$ cat src/rtl/id_ex_if.sv
// ID/EX stage bus: decoded operands from ID, forwarding sources from EX/MEM and MEM/WB,
// and the registered/forwarded operands handed to the ALU.
interface id_ex_if #(
    parameter int DATA_W   = 32,
    parameter int RADDR_W  = 5,
    parameter int ALUFUN_W = 6
);
    logic                id_valid;
    logic [DATA_W-1:0]   id_rs_data;
    logic [DATA_W-1:0]   id_rt_data;
    logic [DATA_W-1:0]   id_imm;
    logic [4:0]          id_shamt;
    logic [RADDR_W-1:0]  id_rs_addr;
    logic [RADDR_W-1:0]  id_rt_addr;
    logic [RADDR_W-1:0]  id_rd_addr;
    logic [ALUFUN_W-1:0] id_alufun;
    logic                id_alusrc1;
    logic                id_alusrc2;
    logic                id_regwrite;

    logic                exmem_regwrite;
    logic [RADDR_W-1:0]  exmem_rd;
    logic [DATA_W-1:0]   exmem_result;
    logic                memwb_regwrite;
    logic [RADDR_W-1:0]  memwb_rd;
    logic [DATA_W-1:0]   memwb_result;

    logic                ex_valid;
    logic [DATA_W-1:0]   alu_a;
    logic [DATA_W-1:0]   alu_b;
    logic [ALUFUN_W-1:0] ex_alufun;
    logic [DATA_W-1:0]   ex_store_data;
    logic [RADDR_W-1:0]  ex_rd;
    logic                ex_regwrite;

    modport master (
        output id_valid, id_rs_data, id_rt_data, id_imm, id_shamt, id_rs_addr, id_rt_addr,
               id_rd_addr, id_alufun, id_alusrc1, id_alusrc2, id_regwrite,
               exmem_regwrite, exmem_rd, exmem_result, memwb_regwrite, memwb_rd, memwb_result,
        input  ex_valid, alu_a, alu_b, ex_alufun, ex_store_data, ex_rd, ex_regwrite
    );

    modport slave (
        input  id_valid, id_rs_data, id_rt_data, id_imm, id_shamt, id_rs_addr, id_rt_addr,
               id_rd_addr, id_alufun, id_alusrc1, id_alusrc2, id_regwrite,
               exmem_regwrite, exmem_rd, exmem_result, memwb_regwrite, memwb_rd, memwb_result,
        output ex_valid, alu_a, alu_b, ex_alufun, ex_store_data, ex_rd, ex_regwrite
    );
endinterface

$ cat src/rtl/id_ex_stage.sv
// ID/EX pipeline register with EX-side operand forwarding from EX/MEM and MEM/WB.
// Drives ALU A/B/ALUFun; A carries zero-extended shamt for shift instructions.
module id_ex_stage #(
    parameter int DATA_W   = 32,
    parameter int RADDR_W  = 5,
    parameter int ALUFUN_W = 6
) (
    input  logic     clk,
    input  logic     reset,
    input  logic     stall_i,
    input  logic     flush_i,
    id_ex_if.slave   bus
);
    typedef struct packed {
        logic                valid;
        logic                regwrite;
        logic                alusrc1;
        logic                alusrc2;
        logic [ALUFUN_W-1:0] alufun;
        logic [RADDR_W-1:0]  rs_addr;
        logic [RADDR_W-1:0]  rt_addr;
        logic [RADDR_W-1:0]  rd;
        logic [4:0]          shamt;
        logic [DATA_W-1:0]   rs_data;
        logic [DATA_W-1:0]   rt_data;
        logic [DATA_W-1:0]   imm;
    } ex_reg_t;

    ex_reg_t           ex_q;
    logic [DATA_W-1:0] fwd_rs;
    logic [DATA_W-1:0] fwd_rt;

    // EX/MEM beats MEM/WB; $zero is never a forwarding target.
    always_comb begin
        fwd_rs = ex_q.rs_data;
        if (bus.exmem_regwrite && bus.exmem_rd == ex_q.rs_addr && ex_q.rs_addr != '0)
            fwd_rs = bus.exmem_result;
        else if (bus.memwb_regwrite && bus.memwb_rd == ex_q.rs_addr && ex_q.rs_addr != '0)
            fwd_rs = bus.memwb_result;
    end

    always_comb begin
        fwd_rt = ex_q.rt_data;
        if (bus.exmem_regwrite && bus.exmem_rd == ex_q.rt_addr && ex_q.rt_addr != '0)
            fwd_rt = bus.exmem_result;
        else if (bus.memwb_regwrite && bus.memwb_rd == ex_q.rt_addr && ex_q.rt_addr != '0)
            fwd_rt = bus.memwb_result;
    end

    always_ff @(posedge clk) begin
        if (reset || flush_i) begin
            ex_q <= '0;
        end else if (stall_i) begin
            // Latch forwarded operands so a producer retiring mid-stall is not lost.
            ex_q.rs_data <= fwd_rs;
            ex_q.rt_data <= fwd_rt;
        end else begin
            ex_q.valid    <= bus.id_valid;
            ex_q.regwrite <= bus.id_regwrite & bus.id_valid;
            ex_q.alusrc1  <= bus.id_alusrc1;
            ex_q.alusrc2  <= bus.id_alusrc2;
            ex_q.alufun   <= bus.id_alufun;
            ex_q.rs_addr  <= bus.id_rs_addr;
            ex_q.rt_addr  <= bus.id_rt_addr;
            ex_q.rd       <= bus.id_rd_addr;
            ex_q.shamt    <= bus.id_shamt;
            ex_q.rs_data  <= bus.id_rs_data;
            ex_q.rt_data  <= bus.id_rt_data;
            ex_q.imm      <= bus.id_imm;
        end
    end

    assign bus.ex_valid      = ex_q.valid;
    assign bus.alu_a         = ex_q.alusrc1 ? {{(DATA_W-5){1'b0}}, ex_q.shamt} : fwd_rs;
    assign bus.alu_b         = ex_q.alusrc2 ? ex_q.imm : fwd_rt;
    assign bus.ex_alufun     = ex_q.alufun;
    assign bus.ex_store_data = fwd_rt;
    assign bus.ex_rd         = ex_q.rd;
    assign bus.ex_regwrite   = ex_q.regwrite & ex_q.valid;
endmodule

$ cat src/flat_wrapper.sv
// flat-port wrapper written by rule: the top's interface ports become plain ports
module id_ex_stage_flat 
#(
    parameter int DATA_W   = 32,
    parameter int RADDR_W  = 5,
    parameter int ALUFUN_W = 6
)
  (clk, reset, stall_i, flush_i, bus_id_valid, bus_id_rs_data, bus_id_rt_data, bus_id_imm, bus_id_shamt, bus_id_rs_addr, bus_id_rt_addr, bus_id_rd_addr, bus_id_alufun, bus_id_alusrc1, bus_id_alusrc2, bus_id_regwrite, bus_exmem_regwrite, bus_exmem_rd, bus_exmem_result, bus_memwb_regwrite, bus_memwb_rd, bus_memwb_result, bus_ex_valid, bus_alu_a, bus_alu_b, bus_ex_alufun, bus_ex_store_data, bus_ex_rd, bus_ex_regwrite);
  id_ex_if #(.DATA_W(DATA_W), .RADDR_W(RADDR_W), .ALUFUN_W(ALUFUN_W)) bus_i ();
  input  logic clk;
  input  logic reset;
  input  logic stall_i;
  input  logic flush_i;
  input wire logic [$bits(bus_i.id_valid)-1:0] bus_id_valid;
  input wire logic [$bits(bus_i.id_rs_data)-1:0] bus_id_rs_data;
  input wire logic [$bits(bus_i.id_rt_data)-1:0] bus_id_rt_data;
  input wire logic [$bits(bus_i.id_imm)-1:0] bus_id_imm;
  input wire logic [$bits(bus_i.id_shamt)-1:0] bus_id_shamt;
  input wire logic [$bits(bus_i.id_rs_addr)-1:0] bus_id_rs_addr;
  input wire logic [$bits(bus_i.id_rt_addr)-1:0] bus_id_rt_addr;
  input wire logic [$bits(bus_i.id_rd_addr)-1:0] bus_id_rd_addr;
  input wire logic [$bits(bus_i.id_alufun)-1:0] bus_id_alufun;
  input wire logic [$bits(bus_i.id_alusrc1)-1:0] bus_id_alusrc1;
  input wire logic [$bits(bus_i.id_alusrc2)-1:0] bus_id_alusrc2;
  input wire logic [$bits(bus_i.id_regwrite)-1:0] bus_id_regwrite;
  input wire logic [$bits(bus_i.exmem_regwrite)-1:0] bus_exmem_regwrite;
  input wire logic [$bits(bus_i.exmem_rd)-1:0] bus_exmem_rd;
  input wire logic [$bits(bus_i.exmem_result)-1:0] bus_exmem_result;
  input wire logic [$bits(bus_i.memwb_regwrite)-1:0] bus_memwb_regwrite;
  input wire logic [$bits(bus_i.memwb_rd)-1:0] bus_memwb_rd;
  input wire logic [$bits(bus_i.memwb_result)-1:0] bus_memwb_result;
  output wire logic [$bits(bus_i.ex_valid)-1:0] bus_ex_valid;
  output wire logic [$bits(bus_i.alu_a)-1:0] bus_alu_a;
  output wire logic [$bits(bus_i.alu_b)-1:0] bus_alu_b;
  output wire logic [$bits(bus_i.ex_alufun)-1:0] bus_ex_alufun;
  output wire logic [$bits(bus_i.ex_store_data)-1:0] bus_ex_store_data;
  output wire logic [$bits(bus_i.ex_rd)-1:0] bus_ex_rd;
  output wire logic [$bits(bus_i.ex_regwrite)-1:0] bus_ex_regwrite;
  assign bus_i.id_valid = bus_id_valid;
  assign bus_i.id_rs_data = bus_id_rs_data;
  assign bus_i.id_rt_data = bus_id_rt_data;
  assign bus_i.id_imm = bus_id_imm;
  assign bus_i.id_shamt = bus_id_shamt;
  assign bus_i.id_rs_addr = bus_id_rs_addr;
  assign bus_i.id_rt_addr = bus_id_rt_addr;
  assign bus_i.id_rd_addr = bus_id_rd_addr;
  assign bus_i.id_alufun = bus_id_alufun;
  assign bus_i.id_alusrc1 = bus_id_alusrc1;
  assign bus_i.id_alusrc2 = bus_id_alusrc2;
  assign bus_i.id_regwrite = bus_id_regwrite;
  assign bus_i.exmem_regwrite = bus_exmem_regwrite;
  assign bus_i.exmem_rd = bus_exmem_rd;
  assign bus_i.exmem_result = bus_exmem_result;
  assign bus_i.memwb_regwrite = bus_memwb_regwrite;
  assign bus_i.memwb_rd = bus_memwb_rd;
  assign bus_i.memwb_result = bus_memwb_result;
  assign bus_ex_valid = bus_i.ex_valid;
  assign bus_alu_a = bus_i.alu_a;
  assign bus_alu_b = bus_i.alu_b;
  assign bus_ex_alufun = bus_i.ex_alufun;
  assign bus_ex_store_data = bus_i.ex_store_data;
  assign bus_ex_rd = bus_i.ex_rd;
  assign bus_ex_regwrite = bus_i.ex_regwrite;
  id_ex_stage #(.DATA_W(DATA_W), .RADDR_W(RADDR_W), .ALUFUN_W(ALUFUN_W)) u_core (.clk(clk), .reset(reset), .stall_i(stall_i), .flush_i(flush_i), .bus(bus_i));
endmodule
$ cat config.mk
export PLATFORM = sky130hd
export DESIGN_NAME = id_ex_stage_flat
export DESIGN_NICKNAME = d
export VERILOG_FILES = /design/src/rtl/id_ex_if.sv /design/src/rtl/id_ex_stage.sv /design/src/flat_wrapper.sv
export SDC_FILE = /design/constraint.sdc
export NUM_CORES = 1
export LEC_CHECK = 0
export CORE_AREA = 2 2 100 175
export DETAILED_ROUTE_END_ITERATION = 8
export DIE_AREA = 0 0 102 177
export PLACE_DENSITY_LB_ADDON = 0.15
export SKIP_CTS_REPAIR_TIMING = 1
export SLEW_MARGIN = 0
export SYNTH_ARGS = -nofsm -noshare
export SYNTH_HDL_FRONTEND = slang
export SYNTH_SLANG_ARGS = --single-unit
$ cat constraint.sdc
create_clock -name clk -period 4.9 [get_ports clk]
set_input_delay 0.98 -clock clk [delete_from_list [all_inputs] [get_ports clk]]
set_output_delay 0.98 -clock clk [all_outputs]
set_load 0.02 [all_outputs]
[Yosys cells after proc, flatten, opt, wreduce, memory -nomap -nowiden]
Index checks and enable logic that the tools add are counted.
Storage, ports and cells
  register bits after elaboration: 126
  output and inout bits: 109
Cells by class
  equal/unequal tests: 4
  mux-type cells: 7
  bitwise logic cells: 2
  reductions and logical operators: 11
Operator list (count)
  32-bit two-way mux: 6
  64-bit two-way mux: 1
  5-bit == test: 4
  5-bit nonzero test: 2
  1-bit logical AND: 8
  1-bit bitwise AND: 2
  1-bit logical OR: 1

[Depth between registers and ports, before layout]
  depth in word-level cells: 6
  depth in mapped cells: 7
  gate-level depth less buffers: 5

[Least setup slack after synthesis]
Ideal clock, no wire load.
  path kind: input port to output port
  start: input bus_exmem_rd[0]
  end: output bus_alu_b[23]
  data arrival time: 2636 ps
  required time: 3920 ps
  path slack: 1284 ps
  cell stages on the path: 7
  buffers on the path: 2
  cells stage by stage: xor2_1 nor4_1 and2_1 clkbuf_1 buf_2 a221oi_1 o31ai_1
On the way
  cells in the longest elaborated chain, start to end: 5
RTL lines
  start, declared: RTL line flat_wrapper.sv:27  | input wire logic [$bits(bus_i.exmem_rd)-1:0] bus_exmem_rd;
  5-bit == test: RTL line id_ex_stage.sv:44  | if (bus.exmem_regwrite && bus.exmem_rd == ex_q.rt_addr && ex_q.rt_addr != '0)
  1-bit logical AND (2 in a row): RTL line id_ex_stage.sv:44
  32-bit two-way mux: RTL line id_ex_stage.sv:44
  32-bit two-way mux: RTL line id_ex_stage.sv:75  | assign bus.alu_b = ex_q.alusrc2 ? ex_q.imm : fwd_rt;
  end, declared: RTL line flat_wrapper.sv:34  | output wire logic [$bits(bus_i.alu_b)-1:0] bus_alu_b;
No other way between the ends.

[Worst setup path in the final report]
  start: input bus_exmem_rd[0]
  end: output bus_alu_b[7]
The elaborated chain is that of the path after synthesis.

==> results.md <==
* Status: finished clean
* GPL Wtd Cong at about 0.85
* DRC at 0
* LEAKAGE at about 4.3 nW
* CP startpoint kind: input pin
* Slew Viols, Final at 0
* Worst-path fanout max at 16
* Synthesis Warnings at 0
* Synthesized area per cell at a little under 9 sq um
* Post-synthesis sequential area ratio at 0.322
* Sequential share of power at 0.346
* Final net count at roughly 1,400
* Worst Setup End Kind: output pin
* Setup slack at placement at roughly 0.26 ns
* #FFs+latches synth at 126
* NetSw at between 0.7 and 0.8 mW
* Fin util at 0.697
* Vias in the first global route at a little over 8,000
* Synth-to-layout area growth at 48.5%
* Die X at 102 um
* CTS max path bufs at 2
* Ports at between 300 and 400
* Crit-path cells: clkdlybuf4s50_1, xor2_1, nor4_1, buf_4, and2_2, buf_12, a221oi_2, o31ai_1, clkdlybuf4s50_1
* Post-Synth Adder-Cell Area at 0
* Tmin final at between 4 and 5 ns
* Die Y at 177 um
* Maximum vdd drop at roughly 180 uV
* RSZ-0062 raised after global routing: no
* Setup slack after layout at ~0.23 ns
* Worst hold stages at 2
* Clock Skew at 0.0104 ns
* Clk pwr share at 0.472
* Crit path DAT at ~3.7 ns
* Max Cap Viol at 0
* Synth Area in XOR/XNOR at 0.0223
* Core area at approximately 0.017 sq mm
* Period Utilization, post-route at 0.953
* Post-synthesis compound-gate area fraction at 0.239
* Fillers at about 1,400
* DRT iter0 DRCs at approximately 460
* Tot GR Track Use at 0.300
* Initial antenna violation count at 2
* CP max stage delay at roughly 0.73 ns
* Pint at 2.36 mW
* Synth Net Count at 1,105
* Switching part of the total power at 0.249
* Final instance area at approximately 0.012 sq mm
* Count of final setup violators at 0
* Commonest non-fill, non-tap cell in the layout: clkdlybuf4s50_1
* PwrDens at 269 mW/mm^2
* Slew headroom at 0.230
* Main combinational cell family by area after synthesis: compound AO/OA/AOI/OAI gates
* Remaining Overflow, GRT at 0
* CTS root buffer: clkbuf_16
* DR vias at a little over 8,000
* EDFF count, synth at 0
* CTS clk-pin slew, worst paths at ~0.060 ns
* Detailed Route WL at around 28,000 um
* Initial Util at 0.469
* Most common cell on crit path: clkdlybuf4s50_1
* Drt first pass iters at 5
* DP Area at around 0.011 sq mm
* Worst min path class: reg2reg
* Dpl hpwl at around 19,000 um
* Crit Path Class: in2out
* Worst-Skew Late Latency at between 0.4 and 0.5 ns
* FP Rows at between 60 and 70
* Avg Vias per Cell at between 5 and 6
* CTS tree: built
* CTS sink cnt at ~130
* Fmax at ~210 MHz
* Worst Tran Pin Value at roughly 1.2 ns
* First-pass GRT wire length at 42,300 um
* R2R cell count at 6
* Share of cells above drive strength 1 at 0.0931
* Multiplexer area fraction after synthesis at 0.112
* Most common flop cell mapped by yosys: dfxtp_1
* Port bufs at approximately 310
* DIE AREA at roughly 0.018 sq mm
* Commonest cells after routing, fill and taps aside: clkdlybuf4s50_1, nor2_1, dfxtp_1
* Asr flop ratio synth at 0
* H-tree depth at 4
* Distinct cells, synth at 40
* Num CTS Buffers at 17
* Mapped cell area at a little under 0.008 sq mm
* Synth Instances at roughly 900
* Worst Hold Margin at 0.495 ns
* Slowest-stage cell, CP: clkdlybuf4s50_1
* Layout Cells excl Fill at ~1,400
* Detail Route Antenna Nets at 0
* Placed insts at 1,356
* Simple-gate share of the synthesized area at 0.226
* WP data required at 3.92 ns
* Pwr Total at ~3.1 mW
* Comb pwr share at 0.182
* Wire per inst at 20.1 um
* Number of hold violations in the final report at 0
* Fin Setup TNS at 0 ns
* Largest net degree at the start of global routing at ~110
## worst max-delay path: cells and delay by family
family          cells  cell delay [ns]
compound gates      2             0.46
xor+xnor            1             0.16
buf+inv             4             1.55
simple gates        2             0.53
## cell usage after synthesis (29+ instances only)
cell type | count | area (sq um)
nand3b_1 | 64 | 480
a22oi_1 | 32 | 240
and3_1 | 32 | 200
o31ai_1 | 32 | 240
mux2i_1 | 88 | 881
a211oi_1 | 29 | 218
dfxtp_1 | 126 | 2520
o221ai_1 | 64 | 561
clkbuf_1 | 60 | 225
nand3_1 | 34 | 170
nor2_1 | 154 | 578
nand2_1 | 34 | 128
## final cells by class
cell class	count	area, sq um	area share
multi-input cells	662	4740	0.407
repair buffers	336	3380	0.291
flip-flops and latches	126	2520	0.217
clock buffers	19	453	0.0389
well taps	227	284	0.0244
clock inverters	12	231	0.0199
inverters	5	18.8	0.00161
diodes	2	5.00	0.000430
## registers in the layout (all words and copies together) (netlist names)
signal / flops
u_core.bus.ex_alufun: 6
u_core.ex_q: 114
u_core.bus.ex_rd: 5
u_core.bus.ex_valid: 1
## kinds of logic (layout without fill, tap and decap cells)
family / count (synthesis) / count (layout)
simple gates: 343 / 343
compound gates: 211 / 211
xor+xnor: 20 / 20
flops: 126 / 126
buf+inv: 111 / 372
mux: 88 / 88
other cells: 0 / 2
## power groups by stage
stage	clock network, mW	registers, mW	logic, mW
after floorplan	0	1.10	0.270
after global placement	0	1.10	0.564
after detailed placement	0	1.11	0.568
after CTS	1.50	1.08	0.572
after global routing	1.54	1.09	0.609
final	1.48	1.08	0.572
## worst paths after layout
check                         end        startpoint  slack (ns)
setup reg to reg  u_core.ex_q[42]  u_core.ex_q[106]        2.08
setup / recovery     bus_alu_b[7]   bus_exmem_rd[0]        0.23
hold reg to reg   u_core.ex_q[98]   u_core.ex_q[98]        0.49
hold / removal    u_core.ex_q[98]   u_core.ex_q[98]        0.49
## per-layer routing
layer | up-vias | share of wire | track usage | routed length (um)
met5 | - | 0 | 0 | 0
met4 | 0 | 0.034 | 0.130 | 951
met3 | 63 | 0.068 | 0.0640 | 1910
met2 | 325 | 0.52 | 0.535 | 14400
met1 | 3882 | 0.38 | 0.336 | 10600
li1 | 3869 | - | - | -
Note: power is estimated with default switching activity, not from simulation.
